File: config.mk
export PLATFORM = sky130hd
export DESIGN_NAME = inv_salsa20_core_flat
export DESIGN_NICKNAME = d
export VERILOG_FILES = /design/src/rtl/inv_salsa20_core_pkg.sv /design/src/rtl/inv_salsa20_core_if.sv /design/src/rtl/inv_salsa20_core_qr.sv /design/src/rtl/inv_salsa20_core.sv /design/src/flat_wrapper.sv
export SDC_FILE = /design/constraint.sdc
export NUM_CORES = 2
export LEC_CHECK = 0
export CAP_MARGIN = 10
export CORE_MARGIN = 2
export CORE_UTILIZATION = 33
export DETAILED_ROUTE_END_ITERATION = 12
export SYNTH_ARGS = -nofsm -noshare
export SYNTH_HDL_FRONTEND = slang
export SYNTH_SLANG_ARGS = --single-unit
File: constraint.sdc
create_clock -name clk -period 13.5 [get_ports clk]
set_input_delay 1.35 -clock clk [delete_from_list [all_inputs] [get_ports clk]]
set_output_delay 1.35 -clock clk [all_outputs]
set_load 0.005 [all_outputs]
File: src/rtl/inv_salsa20_core_pkg.sv
// inv_salsa20_core_pkg: shared word type, rotation constants, index tables and packing helpers
package inv_salsa20_core_pkg;
  typedef logic [31:0] word_t;
  typedef word_t words_t [16];
  typedef logic [3:0] idx_t;
  localparam int ROT_A = 18;
  localparam int ROT_D = 13;
  localparam int ROT_C = 9;
  localparam int ROT_B = 7;
  // Tuples are (a,b,c,d) for each of the four parallel quarter rounds
  localparam idx_t ROW_IDX [4][4] = '{'{4'd0, 4'd1, 4'd2, 4'd3}, '{4'd5, 4'd6, 4'd7, 4'd4},
                                      '{4'd10, 4'd11, 4'd8, 4'd9}, '{4'd15, 4'd12, 4'd13, 4'd14}};
  localparam idx_t COL_IDX [4][4] = '{'{4'd0, 4'd4, 4'd8, 4'd12}, '{4'd5, 4'd9, 4'd13, 4'd1},
                                      '{4'd10, 4'd14, 4'd2, 4'd6}, '{4'd15, 4'd3, 4'd7, 4'd11}};
  function automatic word_t rotl(input word_t x, input int n);
    return (x << n) | (x >> (32 - n));
  endfunction
  function automatic words_t to_words(input logic [511:0] v);
    words_t w;
    for (int i = 0; i < 16; i++) w[i] = v[32*i +: 32];
    return w;
  endfunction
  function automatic logic [511:0] from_words(input words_t w);
    logic [511:0] v;
    for (int i = 0; i < 16; i++) v[32*i +: 32] = w[i];
    return v;
  endfunction
endpackage

File: src/rtl/inv_salsa20_core_if.sv
// inv_salsa20_core_if: valid/ready input and output streams plus busy status
interface inv_salsa20_core_if;
  logic         in_valid;
  logic         in_ready;
  logic [511:0] data_in;
  logic         out_valid;
  logic         out_ready;
  logic [511:0] data_out;
  logic         busy;
  modport master (output in_valid, data_in, out_ready, input in_ready, out_valid, data_out, busy);
  modport slave  (input in_valid, data_in, out_ready, output in_ready, out_valid, data_out, busy);
endinterface

File: src/rtl/inv_salsa20_core_qr.sv
// inv_quarter_round: combinational inverse Salsa20 quarter round, steps undone in reverse order
module inv_quarter_round
  import inv_salsa20_core_pkg::*;
(
  input  word_t i_a,
  input  word_t i_b,
  input  word_t i_c,
  input  word_t i_d,
  output word_t o_a,
  output word_t o_b,
  output word_t o_c,
  output word_t o_d
);
  word_t w_a, w_c, w_d;
  assign w_a = i_a ^ rotl(i_d + i_c, ROT_A);
  assign w_d = i_d ^ rotl(i_c + i_b, ROT_D);
  assign w_c = i_c ^ rotl(i_b + w_a, ROT_C);
  assign o_b = i_b ^ rotl(w_a + w_d, ROT_B);
  assign o_a = w_a;
  assign o_c = w_c;
  assign o_d = w_d;
endmodule

File: src/rtl/inv_salsa20_core.sv
// inv_salsa20_core: iterative inverse Salsa20 rounds, one half-round per clock
// Even counter values undo a row round, odd values undo a column round.
module inv_salsa20_core
  import inv_salsa20_core_pkg::*;
#(
  parameter int ROUNDS = 20
) (
  input logic              clk,
  input logic              rst_n,
  inv_salsa20_core_if.slave bus
);
  localparam int CW = $clog2(ROUNDS + 1);
  localparam logic [CW-1:0] LAST = CW'(ROUNDS - 1);
  typedef enum logic [1:0] {IDLE, RUN, DONE} fsm_t;
  fsm_t           r_fsm;
  logic [511:0]   r_st, r_out;
  logic [CW-1:0]  r_cnt;
  logic           r_in_ready, r_out_valid, r_busy;
  words_t         w_cur, w_nxt;
  word_t          w_qi [4][4];
  word_t          w_qo [4][4];
  always_comb begin
    w_cur = to_words(r_st);
    for (int q = 0; q < 4; q++)
      for (int k = 0; k < 4; k++)
        w_qi[q][k] = w_cur[r_cnt[0] ? COL_IDX[q][k] : ROW_IDX[q][k]];
  end
  for (genvar g = 0; g < 4; g++) begin : g_qr
    inv_quarter_round u_qr (
      .i_a(w_qi[g][0]), .i_b(w_qi[g][1]), .i_c(w_qi[g][2]), .i_d(w_qi[g][3]),
      .o_a(w_qo[g][0]), .o_b(w_qo[g][1]), .o_c(w_qo[g][2]), .o_d(w_qo[g][3])
    );
  end
  // The four tuples partition all 16 words, so every word is rewritten
  always_comb begin
    w_nxt = w_cur;
    for (int q = 0; q < 4; q++)
      for (int k = 0; k < 4; k++)
        w_nxt[r_cnt[0] ? COL_IDX[q][k] : ROW_IDX[q][k]] = w_qo[q][k];
  end
  always_ff @(posedge clk or negedge rst_n) begin
    if (!rst_n) begin
      r_fsm       <= IDLE;
      r_st        <= '0;
      r_out       <= '0;
      r_cnt       <= '0;
      r_in_ready  <= 1'b1;
      r_out_valid <= 1'b0;
      r_busy      <= 1'b0;
    end else begin
      case (r_fsm)
        IDLE: if (bus.in_valid) begin
          r_st       <= bus.data_in;
          r_cnt      <= '0;
          r_fsm      <= RUN;
          r_in_ready <= 1'b0;
          r_busy     <= 1'b1;
        end
        RUN: begin
          r_st  <= from_words(w_nxt);
          r_cnt <= r_cnt + CW'(1);
          if (r_cnt == LAST) begin
            r_fsm       <= DONE;
            r_out       <= from_words(w_nxt);
            r_out_valid <= 1'b1;
            r_busy      <= 1'b0;
          end
        end
        DONE: if (bus.out_ready) begin
          r_fsm       <= IDLE;
          r_out_valid <= 1'b0;
          r_in_ready  <= 1'b1;
        end
        default: r_fsm <= IDLE;
      endcase
    end
  end
  assign bus.in_ready  = r_in_ready;
  assign bus.out_valid = r_out_valid;
  assign bus.data_out  = r_out;
  assign bus.busy      = r_busy;
endmodule

File: src/flat_wrapper.sv
// flat-port wrapper written by rule: the top's interface ports become plain ports
module inv_salsa20_core_flat import inv_salsa20_core_pkg::*;
#(
  parameter int ROUNDS = 20
)
  (clk, rst_n, bus_in_valid, bus_data_in, bus_out_ready, bus_in_ready, bus_out_valid, bus_data_out, bus_busy);
  inv_salsa20_core_if bus_i ();
  input logic clk;
  input logic rst_n;
  input wire logic [$bits(bus_i.in_valid)-1:0] bus_in_valid;
  input wire logic [$bits(bus_i.data_in)-1:0] bus_data_in;
  input wire logic [$bits(bus_i.out_ready)-1:0] bus_out_ready;
  output wire logic [$bits(bus_i.in_ready)-1:0] bus_in_ready;
  output wire logic [$bits(bus_i.out_valid)-1:0] bus_out_valid;
  output wire logic [$bits(bus_i.data_out)-1:0] bus_data_out;
  output wire logic [$bits(bus_i.busy)-1:0] bus_busy;
  assign bus_i.in_valid = bus_in_valid;
  assign bus_i.data_in = bus_data_in;
  assign bus_i.out_ready = bus_out_ready;
  assign bus_in_ready = bus_i.in_ready;
  assign bus_out_valid = bus_i.out_valid;
  assign bus_data_out = bus_i.data_out;
  assign bus_busy = bus_i.busy;
  inv_salsa20_core #(.ROUNDS(ROUNDS)) u_core (.clk(clk), .rst_n(rst_n), .bus(bus_i));
endmodule
Yosys cells after proc, flatten, opt, wreduce, memory -nomap -nowiden
Cells that the tools add are included.
- register bits: 1034
- input port bits: 516
- mux-type cells: 101
- magnitude comparators: 24
- add/sub/neg operators: 17
- bitwise operators: 44
- eq/ne operators: 6
- reductions and logical operators: 22
- operators with widths (operator ; count):
    $bwmux 512 ; 12
    $bmux 32 s4 ; 12
    $demux 32 s4 ; 12
    $mux 32 ; 36
    $pmux 512 s2 ; 1
    $add 32x32->32 ; 16
    $mux 512 ; 1
    $xor 32x32->32 ; 16
    $or 32x13->32 ; 4
    $or 32x18->32 ; 4
    $or 32x7->32 ; 4
    $or 32x9->32 ; 4
    $ge 5x5->1 const B ; 12
    $lt 5x1->1 const B ; 12
    $not 4->5 ; 11
    $mux 4 ; 8
    $logic_and 1x1->1 ; 12
    $mux 3 ; 4
    $reduce_and 3->1 ; 4
    $pmux 5 s2 ; 1
    $mux 1 ; 6
    $mux 2 ; 3
    $pmux 1 s2 ; 3
    $pmux 2 s3 ; 1
    11 further kinds ; 15

Logic depth before layout (Yosys ltp)
- word-level depth: 24
- gate-level depth with buffers: 48

By module
Synthesis repeated with hierarchy kept, for this count alone.
- cells, all modules: 8486
- area, all modules: 80154.4 um^2
- by module, submodules not included (module ; area an instance (um^2) ; sequential area each (um^2) ; cells each ; times used):
    inv_salsa20_core ; 51465.6 ; 25876.1 ; 4772 ; 1
    inv_quarter_round at u_core.g_qr[0].u_qr ; 7378.3 ; 0.0 ; 971 ; 1
    inv_quarter_round at u_core.g_qr[3].u_qr ; 7149.4 ; 0.0 ; 924 ; 1
    inv_quarter_round at u_core.g_qr[1].u_qr ; 7104.3 ; 0.0 ; 909 ; 1
    inv_quarter_round at u_core.g_qr[2].u_qr ; 7056.8 ; 0.0 ; 910 ; 1

Worst setup path after synthesis
No wires, ideal clock.
- kind: register to register
- start point: reg u_core.r_cnt[0]
- end point: reg u_core.r_out[99] (netlist: u_core.bus.data_out[99])
- setup time: 125 ps
- stages on the path, launching flop included: 47
- buffers on the path: 13
- setup slack: 4011 ps
- data arrival time: 9365 ps
- cells stage by stage: dfrtp_1 > buf_4 > buf_4 > buf_4 > buf_2 > buf_2 > buf_2 > clkbuf_1 > buf_1 > buf_2 > buf_2 > buf_2 > clkbuf_1 > buf_2 > mux2_2 > ha_1 > fa_1 > a21oi_1 > (+11 left out) > inv_1 > fa_1 > nor2b_1 > o21ai_0 > a21boi_0 > o21ai_0 > a21boi_0 > o21ai_0 > a21boi_0 > o211ai_1 > a21oi_1 > o21ai_0 > nand2_1 > a311oi_1 > or3_1 > xnor3_1 > o21a_1 > mux2_2
- word-level cells in the longest chain between the ends: 23
- ends and longest elaborated chain (element ; line ; RTL):
    start: declaration ; inv_salsa20_core.sv:17 ; logic [CW-1:0] r_cnt;
    start signal: assignment ; inv_salsa20_core.sv:61 ; r_cnt <= r_cnt + CW'(1);
    $mux 4 / $mux 3 (equally long branches) ; inv_salsa20_core.sv:26, inv_salsa20_core.sv:39 ;
    $not 4->5 ; inv_salsa20_core.sv:26, inv_salsa20_core.sv:39 ;
    $bmux 32 s4 ; inv_salsa20_core.sv:26 ; w_qi[q][k] = w_cur[r_cnt[0] ? COL_IDX[q][k] : ROW_IDX[q][k]];
    $mux 32 (2 in series) ; inv_salsa20_core.sv:26 ;
    $add 32x32->32, on equally long branches ; inv_salsa20_core_qr.sv:15, inv_salsa20_core_qr.sv:16 ;
    $or 32x18->32 / $or 32x13->32 (equally long branches) ; inv_salsa20_core_pkg.sv:16 ; return (x << n) | (x >> (32 - n));
    $xor 32x32->32, on equally long branches ; inv_salsa20_core_qr.sv:15, inv_salsa20_core_qr.sv:16 ;
    $add 32x32->32 ; inv_salsa20_core_qr.sv:18 ; assign o_b = i_b ^ rotl(w_a + w_d, ROT_B);
    $or 32x7->32 ; inv_salsa20_core_pkg.sv:16 ;
    $xor 32x32->32 ; inv_salsa20_core_qr.sv:18 ;
    $bwmux 512 (12 in series) ; inv_salsa20_core.sv:39 ; w_nxt[r_cnt[0] ? COL_IDX[q][k] : ROW_IDX[q][k]] = w_qo[q][k];
    end signal: assignment ; inv_salsa20_core.sv:64 ; r_out <= from_words(w_nxt);
    end: declaration ; inv_salsa20_core.sv:16 ; logic [511:0] r_st, r_out;
Several ways; a longest one is shown, not always the timed one. The select of a mux whose other input is x is not followed.
A chain may end at the register's enable or synchronous reset.

Final worst setup path
- start point: reg u_core.r_cnt[0]
- end point: reg u_core.r_st[37]
- word-level cells in the longest chain between the ends: 24
- ends and longest elaborated chain (element ; line ; RTL):
    $mux 4 ; inv_salsa20_core.sv:26 ;
    $not 4->5 ; inv_salsa20_core.sv:26 ;
    $bmux 32 s4 ; inv_salsa20_core.sv:26 ;
    $mux 32 (2 in series) ; inv_salsa20_core.sv:26 ;
    $add 32x32->32 (*) ; inv_salsa20_core_qr.sv:15 ; assign w_a = i_a ^ rotl(i_d + i_c, ROT_A);
    $or 32x18->32 (*) ; inv_salsa20_core_pkg.sv:16 ;
    $xor 32x32->32 (*) ; inv_salsa20_core_qr.sv:15 ;
    named net u_core.g_qr[0].u_qr.o_a[1] ; inv_salsa20_core_qr.sv:9 ; output word_t o_a,
    $add 32x32->32 ; inv_salsa20_core_qr.sv:18 ;
    $or 32x7->32 ; inv_salsa20_core_pkg.sv:16 ;
    $xor 32x32->32 ; inv_salsa20_core_qr.sv:18 ;
    $bwmux 512 ; inv_salsa20_core.sv:39 ;
    $bwmux 512 (*) (11 in series) ; inv_salsa20_core.sv:39 ;
    $pmux 512 s2 (*) ; inv_salsa20_core.sv:51 ; case (r_fsm)
    end signal: assignment ; inv_salsa20_core.sv:53 ; r_st <= bus.data_in;
    end signal: assignment ; inv_salsa20_core.sv:60 ; r_st <= from_words(w_nxt);
    end: declaration ; inv_salsa20_core.sv:16 ;
Mark *: on every way through the listed nets, which the timed path passes. The rest lies on a longest branch. The select of a mux whose other input is x is not followed.

==> metrics.txt <==
gp weighted congestion 1.09; cts bufs inserted 130; dpl cells 13,800; gr usage total 42.0%; Worst setup EP type register; Die W 505 um; Mapped Avg Cell Area 8.49 um^2; RSZ-0062 raised after global routing no; final-report hold violation count 0; placed inst area 0.0971 mm^2; Worst R2R Start u_core.r_cnt[0]$_DFFE_PN0P_; clock skew 0.0482 ns; sequential share of the synthesized area 31.3%; Final Net Count 11,600; fraction of layout cells with a size suffix above 1 8.82%; FF+latch count, synth 1,034; Tcrit/Tclk final 73.7%; max_slew headroom 10.3%; worst setup path endpoint u_core.r_st[37]$_DFFE_PN0P_; Yosys warnings 0; Worst-Skew Late Latency 0.85 ns; critical path startpoint category register; worst path required time 14.18 ns; 1st-iter DRT viols 10,700; status finished clean; Ports 1,031; TritonCTS clock tree built; Post-Synth Adder-Cell Area 7.84%; Worst R2R End u_core.r_st[37]$_DFFE_PN0P_; worst hold path class register to register; detailed-route wire length 554,000 um; first-pass GRT wire length 727,000 um; total of max-cap violations 0; CTS sink cnt 1,034; area share of the largest cell type after synthesis 31.2%; flop2flop setup slack 3.55 ns; top-count cell post-synth nand2_1; Longest Clk Path Bufs 3; ANT nets after route 0; largest net degree at the start of global routing 140; area delta synth->final 22.8%; xor/xnor share of the synthesized area 12.9%; ys async rst share 100%; H-tree depth 4; Pins Over Slew Limit 0; clock root cell clkbuf_16; number of synthesized flops with an enable pin 0; worst slew pin tran 1.31 ns; DR WL/cell 39.5 um; DPL Wire Length 463,000 um; crit path from u_core.r_cnt[0]$_DFFE_PN0P_; Post-CTS Setup Inserts 0; initial antenna violation count 69; hold-fix buffer count after cts 0; Setup CP Type register to register; final setup violation count 0; Pre-antenna DRT Iters 7; fmax 100 MHz; post-synthesis mux area share 7.28%; vias 84,100; Synth cell types 120; leading area contributor after synthesis dfrtp_1; combinational family with the most area after synthesis compound AO/OA/AOI/OAI gates; setup tns final 0 ns; total die area 0.255 mm^2; CTS resizes 0; ranking of synthesized cells by area dfrtp_1, nand2_1, ha_1; Initial Util 33.2%; Main synth FF type dfrtp_1; die height 505 um; crit path DAT 10.64 ns; CP max FO 110; total gr overflow 0; Core ar. 0.249 mm^2; DRC 0; IO buf count 1,030; Post-Synth Simple-Gate Area 17.4%; clock transition at the registers of the reported paths 0.06 ns; vias in the first global route 78,700; final cell count without fillers 14,000; post-layout min period 9.95 ns; vias per cell 5.99; Reg2Reg Depth 21; Rows 183; Compound-Gate Fraction of Synth Area 19.8%; mapped cell area 0.0827 mm^2; Synthesized Nets 10,800; Post-Syn Instances 9,748; Finished Cell Area 0.102 mm^2; Synth top cells by count nand2_1, dfrtp_1, a21oi_1, nor2_1, o21ai_0
==> cell type report <==
cell class	instances	area (um^2)
multi-input cells	7964	54300
fillers	25000	147000
well taps	3330	4170
diodes	47	118
flip-flops and latches	1034	25900
clock buffers	171	3630
clock inverters	61	768
inverters	235	890
repair buffers	1201	11800
==> critical path: stages (launching register included) <==
cell and delay [ns]:
dfrtp_4 1.00, buf_12 0.47, buf_4 0.86, mux2_2 0.48, ha_1 0.41, and4_4 0.23
nor2b_4 0.12, a211oi_2 0.38, a31oi_1 0.34, xnor2_1 0.90, inv_1 0.45, fa_1 0.55
maj3_1 0.37, maj3_1 0.42, o41ai_1 0.46, nor4_1 0.19, o41ai_4 0.55, a21boi_1 0.18
o21ai_0 0.25, xor3_1 0.33, mux2i_1 0.44, a21oi_1 0.13
==> worst min path at each step <==
stage | start | to | slack [ns] | cells after the start
finish | u_core.bus.data_out[78]$_DFFE_PN0P_ | u_core.bus.data_out[78]$_DFFE_PN0P_ | 0.48 | 2
global route | u_core.bus.data_out[335]$_DFFE_PN0P_ | u_core.bus.data_out[335]$_DFFE_PN0P_ | 0.49 | 2
CTS | u_core.bus.data_out[190]$_DFFE_PN0P_ | u_core.bus.data_out[190]$_DFFE_PN0P_ | 0.48 | 2
detailed placement | u_core.bus.data_out[487]$_DFFE_PN0P_ | u_core.bus.data_out[487]$_DFFE_PN0P_ | 0.46 | 2
global placement | u_core.bus.data_out[4]$_DFFE_PN0P_ | u_core.bus.data_out[4]$_DFFE_PN0P_ | 0.46 | 2
floorplan | u_core.bus.data_out[398]$_DFFE_PN0P_ | u_core.bus.data_out[398]$_DFFE_PN0P_ | 0.46 | 2
==> flip-flops by register name (all words and copies together), names as in the netlist <==
signal	flops
u_core.r_cnt	5
u_core.r_fsm	2
u_core.bus.out_valid	1
u_core.bus.data_out	512
u_core.bus.in_ready	1
u_core.r_st	512
u_core.bus.busy	1
==> cell usage in the layout (no fill, tap or decap), types with 250 or more instances in the layout <==
master and count:
o21ai_0 610, a21oi_1 879, mux2_2 384, clkdlybuf4s50_1 1028, ha_1 470, xor2_1 297
xnor2_1 403, nor2_1 644, nand2_1 1854, a31oi_1 250, dfrtp_1 1030
==> layer usage <==
layer | vias to the layer above | track usage, % | routed length [um]
met3 | 912 | 9.15 | 47900
li1 | 36100 | - | -
met1 | 42200 | 56.1 | 233000
met2 | 4860 | 61.6 | 232000
met4 | 18 | 25.8 | 40800
met5 | - | 0 | 117
==> through the flow <==
step                      setup slack, ns  hold slack (ns)  utilization (%)
after floorplan                      4.01            0.463                -
after CTS                            3.73            0.477             40.8
after detailed placement             3.77            0.462             39.0
after global routing                 2.93            0.491             40.8
final                                3.55            0.475             40.8
after global placement               3.82            0.461             39.0
==> logic make-up (layout without fill, tap and decap cells) <==
group                      count (synthesis)  in the layout
buffers and inverters                    750           1668
other                                      0             47
DFF                                     1034           1034
AOI/OAI and AO/OA                       2655           2655
and+or+nand+nor                         3316           3316
xor gates and xnor gates                 925            925
muxes                                    554            554
adders and majority gates                514            514
Power is left out: the tool's default activity adds up to more than one toggle a clock period on the data nets, which glitch-free logic cannot reach.
